`src/rtl/hist_pkg.sv`:
```
// Shared types and default widths for the histogramming core and its readout stages.
package hist_pkg;

  localparam int unsigned BinWDef = 8;
  localparam int unsigned IdxWDef = 8;
  localparam int unsigned SumWDef = 16;

  typedef enum logic [1:0] {
    StIdle,
    StAccum,
    StDone
  } state_e;

endpackage

```
`src/rtl/hist_peak_finder_if.sv`:
```
// Bin-count readout stream: one count per beat, last marks the final bin of a frame.
interface hist_peak_finder_if #(
  parameter int unsigned BIN_W = 8
);
  logic [BIN_W-1:0] bin_data;
  logic             bin_valid;
  logic             bin_last;

  modport master (output bin_data, output bin_valid, output bin_last);
  modport slave  (input  bin_data, input  bin_valid, input  bin_last);
endinterface

```
`src/rtl/sat_accum.sv`:
```
// Saturating accumulator with a sticky saturate flag; exposes next-state values so the
// caller can publish the sum including the beat being accepted.
module sat_accum #(
  parameter int unsigned IN_W  = 8,
  parameter int unsigned SUM_W = 16
) (
  input  logic             clk,
  input  logic             rst_n,
  input  logic             clr,
  input  logic             start,
  input  logic             en,
  input  logic [IN_W-1:0]  addend,
  output logic [SUM_W-1:0] sum,
  output logic             sat,
  output logic [SUM_W-1:0] sum_nxt,
  output logic             sat_nxt
);

  localparam int unsigned W = ((SUM_W > IN_W) ? SUM_W : IN_W) + 1;

  logic [SUM_W-1:0] sum_q, sum_d, base;
  logic             sat_q, sat_d, base_sat;
  logic [W-1:0]     wide;

  always_comb begin
    base     = start ? '0 : sum_q;
    base_sat = start ? 1'b0 : sat_q;
    wide     = W'(base) + W'(addend);
    sum_nxt  = base;
    sat_nxt  = base_sat;
    if (en) begin
      if (|wide[W-1:SUM_W]) begin
        sum_nxt = '1;
        sat_nxt = 1'b1;
      end else begin
        sum_nxt = wide[SUM_W-1:0];
      end
    end
    sum_d = sum_q;
    sat_d = sat_q;
    if (clr) begin
      sum_d = '0;
      sat_d = 1'b0;
    end else if (en || start) begin
      sum_d = sum_nxt;
      sat_d = sat_nxt;
    end
  end

  always_ff @(posedge clk or negedge rst_n) begin
    if (!rst_n) begin
      sum_q <= '0;
      sat_q <= 1'b0;
    end else begin
      sum_q <= sum_d;
      sat_q <= sat_d;
    end
  end

  assign sum = sum_q;
  assign sat = sat_q;

endmodule

```
`src/rtl/hist_peak_finder.sv`:
```
// Reduces each histogram readout frame to peak, nonzero span, saturating total and beat count.
// Results are held until the next frame publishes.
module hist_peak_finder
  import hist_pkg::*;
#(
  parameter int unsigned BIN_W = BinWDef,
  parameter int unsigned IDX_W = IdxWDef,
  parameter int unsigned SUM_W = SumWDef
) (
  input  logic               clk,
  input  logic               rst_n,
  hist_peak_finder_if.slave  bin_if,
  input  logic               clear,
  output logic [IDX_W-1:0]   peak_idx,
  output logic [BIN_W-1:0]   peak_cnt,
  output logic [IDX_W-1:0]   first_nz,
  output logic [IDX_W-1:0]   last_nz,
  output logic               empty,
  output logic [SUM_W-1:0]   total,
  output logic               total_sat,
  output logic [IDX_W:0]     nbins,
  output logic               frame_err,
  output logic               result_valid,
  output logic               busy
);

  state_e state_q, state_d;

  // Working registers for the frame in progress
  logic [IDX_W:0]   nbins_q, nbins_d;
  logic [IDX_W-1:0] pk_idx_q, pk_idx_d, fnz_q, fnz_d, lnz_q, lnz_d;
  logic [BIN_W-1:0] pk_cnt_q, pk_cnt_d;
  logic             seen_q, seen_d, err_q, err_d;

  // Published results
  logic [IDX_W:0]   r_nbins_q, r_nbins_d;
  logic [IDX_W-1:0] r_pk_idx_q, r_pk_idx_d, r_fnz_q, r_fnz_d, r_lnz_q, r_lnz_d;
  logic [BIN_W-1:0] r_pk_cnt_q, r_pk_cnt_d;
  logic [SUM_W-1:0] r_total_q, r_total_d;
  logic             r_empty_q, r_empty_d, r_sat_q, r_sat_d, r_err_q, r_err_d;
  logic             r_valid_q, r_valid_d;

  logic [BIN_W-1:0] data;
  logic             accept, start, overflow, counted, publish;
  logic [IDX_W-1:0] cur_idx;
  logic [SUM_W-1:0] sum_cur, sum_nxt;
  logic             sat_cur, sat_nxt;

  assign data     = bin_if.bin_data;
  assign accept   = bin_if.bin_valid && !clear;
  assign start    = accept && (state_q != StAccum);
  // Index space exhausted: beat is flagged but not folded into the statistics
  assign overflow = accept && !start && nbins_q[IDX_W];
  assign counted  = accept && !overflow;
  assign publish  = accept && bin_if.bin_last;
  assign cur_idx  = start ? '0 : nbins_q[IDX_W-1:0];

  sat_accum #(
    .IN_W (BIN_W),
    .SUM_W(SUM_W)
  ) u_total (
    .clk    (clk),
    .rst_n  (rst_n),
    .clr    (clear),
    .start  (start),
    .en     (counted),
    .addend (data),
    .sum    (sum_cur),
    .sat    (sat_cur),
    .sum_nxt(sum_nxt),
    .sat_nxt(sat_nxt)
  );

  always_comb begin
    state_d  = state_q;
    nbins_d  = nbins_q;
    pk_idx_d = pk_idx_q;
    pk_cnt_d = pk_cnt_q;
    fnz_d    = fnz_q;
    lnz_d    = lnz_q;
    seen_d   = seen_q;
    err_d    = err_q;

    if (accept) begin
      if (start) begin
        nbins_d  = '0;
        pk_idx_d = '0;
        pk_cnt_d = '0;
        fnz_d    = '0;
        lnz_d    = '0;
        seen_d   = 1'b0;
        err_d    = 1'b0;
      end
      err_d = err_d | overflow;
      if (counted) begin
        nbins_d = nbins_d + {{IDX_W{1'b0}}, 1'b1};
        if (data > pk_cnt_d) begin
          pk_cnt_d = data;
          pk_idx_d = cur_idx;
        end
        if (data != '0) begin
          if (!seen_d) fnz_d = cur_idx;
          lnz_d  = cur_idx;
          seen_d = 1'b1;
        end
      end
      state_d = bin_if.bin_last ? StDone : StAccum;
    end

    if (clear) begin
      state_d  = StIdle;
      nbins_d  = '0;
      pk_idx_d = '0;
      pk_cnt_d = '0;
      fnz_d    = '0;
      lnz_d    = '0;
      seen_d   = 1'b0;
      err_d    = 1'b0;
    end
  end

  always_comb begin
    r_nbins_d  = r_nbins_q;
    r_pk_idx_d = r_pk_idx_q;
    r_pk_cnt_d = r_pk_cnt_q;
    r_fnz_d    = r_fnz_q;
    r_lnz_d    = r_lnz_q;
    r_total_d  = r_total_q;
    r_empty_d  = r_empty_q;
    r_sat_d    = r_sat_q;
    r_err_d    = r_err_q;
    r_valid_d  = r_valid_q;

    if (clear) begin
      r_nbins_d  = '0;
      r_pk_idx_d = '0;
      r_pk_cnt_d = '0;
      r_fnz_d    = '0;
      r_lnz_d    = '0;
      r_total_d  = '0;
      r_empty_d  = 1'b0;
      r_sat_d    = 1'b0;
      r_err_d    = 1'b0;
      r_valid_d  = 1'b0;
    end else if (publish) begin
      r_nbins_d  = nbins_d;
      r_pk_idx_d = pk_idx_d;
      r_pk_cnt_d = pk_cnt_d;
      r_fnz_d    = fnz_d;
      r_lnz_d    = lnz_d;
      r_total_d  = sum_nxt;
      r_empty_d  = !seen_d;
      r_sat_d    = sat_nxt;
      r_err_d    = err_d;
      r_valid_d  = 1'b1;
    end else if (start) begin
      r_valid_d = 1'b0;
    end
  end

  always_ff @(posedge clk or negedge rst_n) begin
    if (!rst_n) begin
      state_q    <= StIdle;
      nbins_q    <= '0;
      pk_idx_q   <= '0;
      pk_cnt_q   <= '0;
      fnz_q      <= '0;
      lnz_q      <= '0;
      seen_q     <= 1'b0;
      err_q      <= 1'b0;
      r_nbins_q  <= '0;
      r_pk_idx_q <= '0;
      r_pk_cnt_q <= '0;
      r_fnz_q    <= '0;
      r_lnz_q    <= '0;
      r_total_q  <= '0;
      r_empty_q  <= 1'b0;
      r_sat_q    <= 1'b0;
      r_err_q    <= 1'b0;
      r_valid_q  <= 1'b0;
    end else begin
      state_q    <= state_d;
      nbins_q    <= nbins_d;
      pk_idx_q   <= pk_idx_d;
      pk_cnt_q   <= pk_cnt_d;
      fnz_q      <= fnz_d;
      lnz_q      <= lnz_d;
      seen_q     <= seen_d;
      err_q      <= err_d;
      r_nbins_q  <= r_nbins_d;
      r_pk_idx_q <= r_pk_idx_d;
      r_pk_cnt_q <= r_pk_cnt_d;
      r_fnz_q    <= r_fnz_d;
      r_lnz_q    <= r_lnz_d;
      r_total_q  <= r_total_d;
      r_empty_q  <= r_empty_d;
      r_sat_q    <= r_sat_d;
      r_err_q    <= r_err_d;
      r_valid_q  <= r_valid_d;
    end
  end

  assign peak_idx     = r_pk_idx_q;
  assign peak_cnt     = r_pk_cnt_q;
  assign first_nz     = r_fnz_q;
  assign last_nz      = r_lnz_q;
  assign empty        = r_empty_q;
  assign total        = r_total_q;
  assign total_sat    = r_sat_q;
  assign nbins        = r_nbins_q;
  assign frame_err    = r_err_q;
  assign result_valid = r_valid_q;
  assign busy         = (state_q == StAccum);

endmodule

```
`src/flat_wrapper.sv`:
```
// flat-port wrapper written by rule: the top's interface ports become plain ports
module hist_peak_finder_flat import hist_pkg::*;
#(
  parameter int unsigned BIN_W = BinWDef,
  parameter int unsigned IDX_W = IdxWDef,
  parameter int unsigned SUM_W = SumWDef
)
  (clk, rst_n, clear, peak_idx, peak_cnt, first_nz, last_nz, empty, total, total_sat, nbins, frame_err, result_valid, busy, bin_if_bin_data, bin_if_bin_valid, bin_if_bin_last);
  hist_peak_finder_if #(.BIN_W(BIN_W)) bin_if_i ();
  input  logic clk;
  input  logic rst_n;
  input  logic clear;
  output logic [IDX_W-1:0] peak_idx;
  output logic [BIN_W-1:0] peak_cnt;
  output logic [IDX_W-1:0] first_nz;
  output logic [IDX_W-1:0] last_nz;
  output logic empty;
  output logic [SUM_W-1:0] total;
  output logic total_sat;
  output logic [IDX_W:0] nbins;
  output logic frame_err;
  output logic result_valid;
  output logic busy;
  input wire logic [$bits(bin_if_i.bin_data)-1:0] bin_if_bin_data;
  input wire logic [$bits(bin_if_i.bin_valid)-1:0] bin_if_bin_valid;
  input wire logic [$bits(bin_if_i.bin_last)-1:0] bin_if_bin_last;
  assign bin_if_i.bin_data = bin_if_bin_data;
  assign bin_if_i.bin_valid = bin_if_bin_valid;
  assign bin_if_i.bin_last = bin_if_bin_last;
  hist_peak_finder #(.BIN_W(BIN_W), .IDX_W(IDX_W), .SUM_W(SUM_W)) u_core (.clk(clk), .rst_n(rst_n), .bin_if(bin_if_i), .clear(clear), .peak_idx(peak_idx), .peak_cnt(peak_cnt), .first_nz(first_nz), .last_nz(last_nz), .empty(empty), .total(total), .total_sat(total_sat), .nbins(nbins), .frame_err(frame_err), .result_valid(result_valid), .busy(busy));
endmodule
```
`config.mk`:
```
export PLATFORM = sky130hd
export DESIGN_NAME = hist_peak_finder_flat
export DESIGN_NICKNAME = d
export VERILOG_FILES = /design/src/rtl/hist_pkg.sv /design/src/rtl/hist_peak_finder_if.sv /design/src/rtl/sat_accum.sv /design/src/rtl/hist_peak_finder.sv /design/src/flat_wrapper.sv
export SDC_FILE = /design/constraint.sdc
export NUM_CORES = 1
export LEC_CHECK = 0
export CAP_MARGIN = 20
export CORE_MARGIN = 2
export CORE_UTILIZATION = 51
export CTS_CLUSTER_SIZE = 20
export DETAILED_ROUTE_END_ITERATION = 6
export GPL_TIMING_DRIVEN = 0
export PLACE_DENSITY = 0.77
export SLEW_MARGIN = 20
export SYNTH_ARGS = -nofsm -noshare
export SYNTH_HDL_FRONTEND = slang
export SYNTH_SLANG_ARGS = --single-unit
```
`constraint.sdc`:
```
create_clock -name clk -period 3.4 [get_ports clk]
set_input_delay 0.34 -clock clk [delete_from_list [all_inputs] [get_ports clk]]
set_output_delay 0.34 -clock clk [all_outputs]
set_load 0.01 [all_outputs]
```
==> results of run 1 <==
[tightest hold or removal path, stage by stage]
cell and delay, ns:
dlymetal6s2s_1 0.17, buf_6 0.18, a211oi_2 0.06
[registers in the layout (all words and copies together) (netlist names), 2 cells and up]
name                flops
u_core.pk_cnt_q         8
u_core.state_q          2
u_core.nbins_q          9
u_core.nbins            9
u_core.peak_idx         8
u_core.total           16
u_core.last_nz          8
u_core.lnz_q            8
u_core.fnz_q            8
u_core.pk_idx_q         8
u_core.peak_cnt         8
u_core.first_nz         8
u_core.u_total.sum     16
[kinds of logic (layout without fill, tap and decap cells)]
logic type	Yosys count	in the layout	synth area share, %
simple gates	256	256	19.4
compound gates	157	157	17.6
flops	123	123	50.3
buf+inv	59	188	3.98
mux	18	18	3.17
fa+ha+maj	17	17	3.58
xor+xnor	14	14	2.00
[what timing repair did]
item                                    4_1_cts  5_1_grt
hold buffers                                  1        0
setup buffers                                 5       17
hold endpoints to repair                     49        0
pin swaps                                    11       16
endpoints found under the setup margin       67       56
gates resized for setup                      42       18
gates cloned                                  0        1
[worst paths after layout]
check | start | end | depth (start not counted)
worst max-delay path | u_core.state_q[1] | u_core.u_total.sum[15] | 16
worst min-delay path | clear | u_core.fnz_q[6] | 3
worst max register to register | u_core.state_q[1] | u_core.u_total.sum[15] | 16
worst min register to register | u_core.total[0] | u_core.total[0] | 2
max in group asynchronous | rst_n | u_core.first_nz[0] | 3
min in group asynchronous | rst_n | u_core.total[3] | 2
[per-stage QoR]
stage / instances / hold WS (ns) / utilization (%) / setup TNS [ns] / power [mW]
after floorplan: 644 / 0.0444 / - / 0 / 1.78
after global placement: 865 / 0.459 / 59.5 / -434.80 / 1.96
after detailed placement: 866 / 0.322 / 59.8 / -94.52 / 1.97
after CTS: 902 / 0.450 / 66.6 / 0 / 3.75
after global routing: 920 / 0.376 / 68.6 / -0.0351 / 3.92
final: 920 / 0.373 / 68.6 / 0 / 3.79
[synth_stat cells (8+ instances only)]
library cell,instances,area [µm²]
a31oi_1,12,75.1
dfrtp_1,123,3080
clkbuf_1,27,101
inv_1,20,75.1
nor3_1,10,50.1
o31ai_1,22,165
a21oi_1,37,185
xnor2_1,8,70.1
ha_1,15,188
nor2_1,64,240
nand3_1,25,125
nand4_1,9,56.3
and3_1,11,68.8
mux2_2,11,124
a31o_2,8,70.1
o21ai_0,26,130
nand2_1,94,353
and2_1,10,62.6
a21o_1,8,60.1
[cell type report]
class                           count  share of cell area (%)
Sequential cell                   123                    37.8
Multi-Input combinational cell    462                    36.9
Timing Repair Buffer               99                    12.1
Clock buffer                       20                    5.49
Buffer                             36                    2.91
Tap cell                          147                    2.26
Clock inverter                     11                    1.51
Inverter                           22                    1.05
[layer usage]
metal | global-route usage [%] | up-vias | share of wire [%]
met5 | 0 | - | 0
met4 | 9.11 | 0 | 1.3
met3 | 6.43 | 25 | 6.4
met2 | 47.1 | 228 | 47
met1 | 44.3 | 2781 | 45
li1 | - | 2514 | -
[where the power goes]
group	internal, mW	total [mW]	switching (mW)
Combinational	0.195	0.506	0.311
Clock	1.09	1.76	0.669
Sequential	1.50	1.53	0.0268
==> flow_summary.toml, run 1 <==
[outcome]
status = "completed"

[placement]
dp_slack_ns = -1.68
dp_hpwl_um = 13300
port_buffers = 74
place_area_um2 = 7090
routabilityCongestion = 0.935

[routing]
vias_per_cell = 6.03
ant_nets = 0
drt-total-wl_um = 19400
route.vias.total = 5548
drc = 0
wire_per_inst_um = 21.0
drt_iter0_markers = 503
firstDrtPassIters = 6

[timing]
min_period_over_period_pct = 96.8
hold_viol_final = 0
rsz0062_at_grt = "yes"
fin_crit_ns = 3.29
slew_headroom_pct = 38.3
setup_viol = 0
report.final.slew_viol_count = 0
postLayoutSetupSlackWorst_ns = 0.110
worstMarginPinSlew_ns = 0.925
max_freq_ghz = 0.304
clock_skew_ns = 0.00545

[clocking]
clock_latency_ns = 0.42
clockRootBuffer = "clkbuf_16"
htree_levels = 4
cts_sinks = 123
cts_tree = "done"
clockBufferDepth = 2
cts_buffers = 17
clk_pin_slew_worst_paths_ns = 0.06

[layout]
regArea_um2 = 3080
finish.net_count = 790
final_cell_mix = "dfrtp_1 (123), nand2_1 (93), clkdlybuf4s50_1 (71), nor2_1 (63), a21oi_1 (36)"
design_area_um2 = 8140
area_delta_synth_final_pct = 32.9
multi_input_area_um2 = 3000
diodes = 0
drive_above_1_share_pct = 17.2
layout_commonest_cell = "dfrtp_1"
fill_cells = 920

[critical_path]
arrival_ns = 3.56
crit_path_max_fanout = 7
cp_slowest_cell = "o41ai_4"
critical_path.cell_chain = "nand2b_1 -> buf_6 -> nand2_8 -> clkbuf_16 -> buf_12 -> buf_8 -> and2_4 -> ha_4 -> or2_4 -> a31oi_4 -> o41ai_4 -> buf_4 -> a211oi_4 -> o311a_1 -> a211oi_2 -> nor2_1"
r2r_slack_ns = 0.11
cp_slowest_stage_delay_ns = 0.42
crit_type = "register to register"
critPathTopFamily = "compound AO/OA/AOI/OAI gates"
critPathBufInv = 5
critPathCaptureType = "register"
worst_setup_path_start_kind = "register"
critical_path_required_ns = 3.67

[die]
die_h_um = 114
dieArea_um2 = 12900
rows = 40
die_w_um = 114
start_util_pct = 51.6
coreArea_um2 = 11900
io_pins = 75

[synthesis]
synth_edf_count = 0
ys_warn_count = 0
avgSynthCellArea_um2 = 9.51
synthCells = 644
ys_seq_area_share_pct = 50.3
synth_flop_cell = "dfrtp_1"
ys_seq_elements = 123
synthesis.nets = 673
syn-cell-area_um2 = 6120
ys_async_sr_fraction_pct = 100
synth.distinct_cells = 68

[grt]
first_global_vias = 5418
grt_pass1_wl_um = 30000
grt_antenna_before_repair = 0
overflow = 0
grt_max_degree = 75
grt_usage_pct = 30.7

[min_path]
min_path_type = "primary input to register"

[power]
ir_drop_mv = 0.326
p_per_area_nw_per_um2 = 466
power.leakage_nw = 3.63

[flow_run]
max-cap-violations = 0
(Power assumes the default switching activity.)
==> inputs of run 2 (changes only) <==
Settings changed: ABC_CLOCK_PERIOD_IN_PS set to 3400.
==> results of run 2 <==
The final DEF is identical to that of run 1; final timing and power are the same.
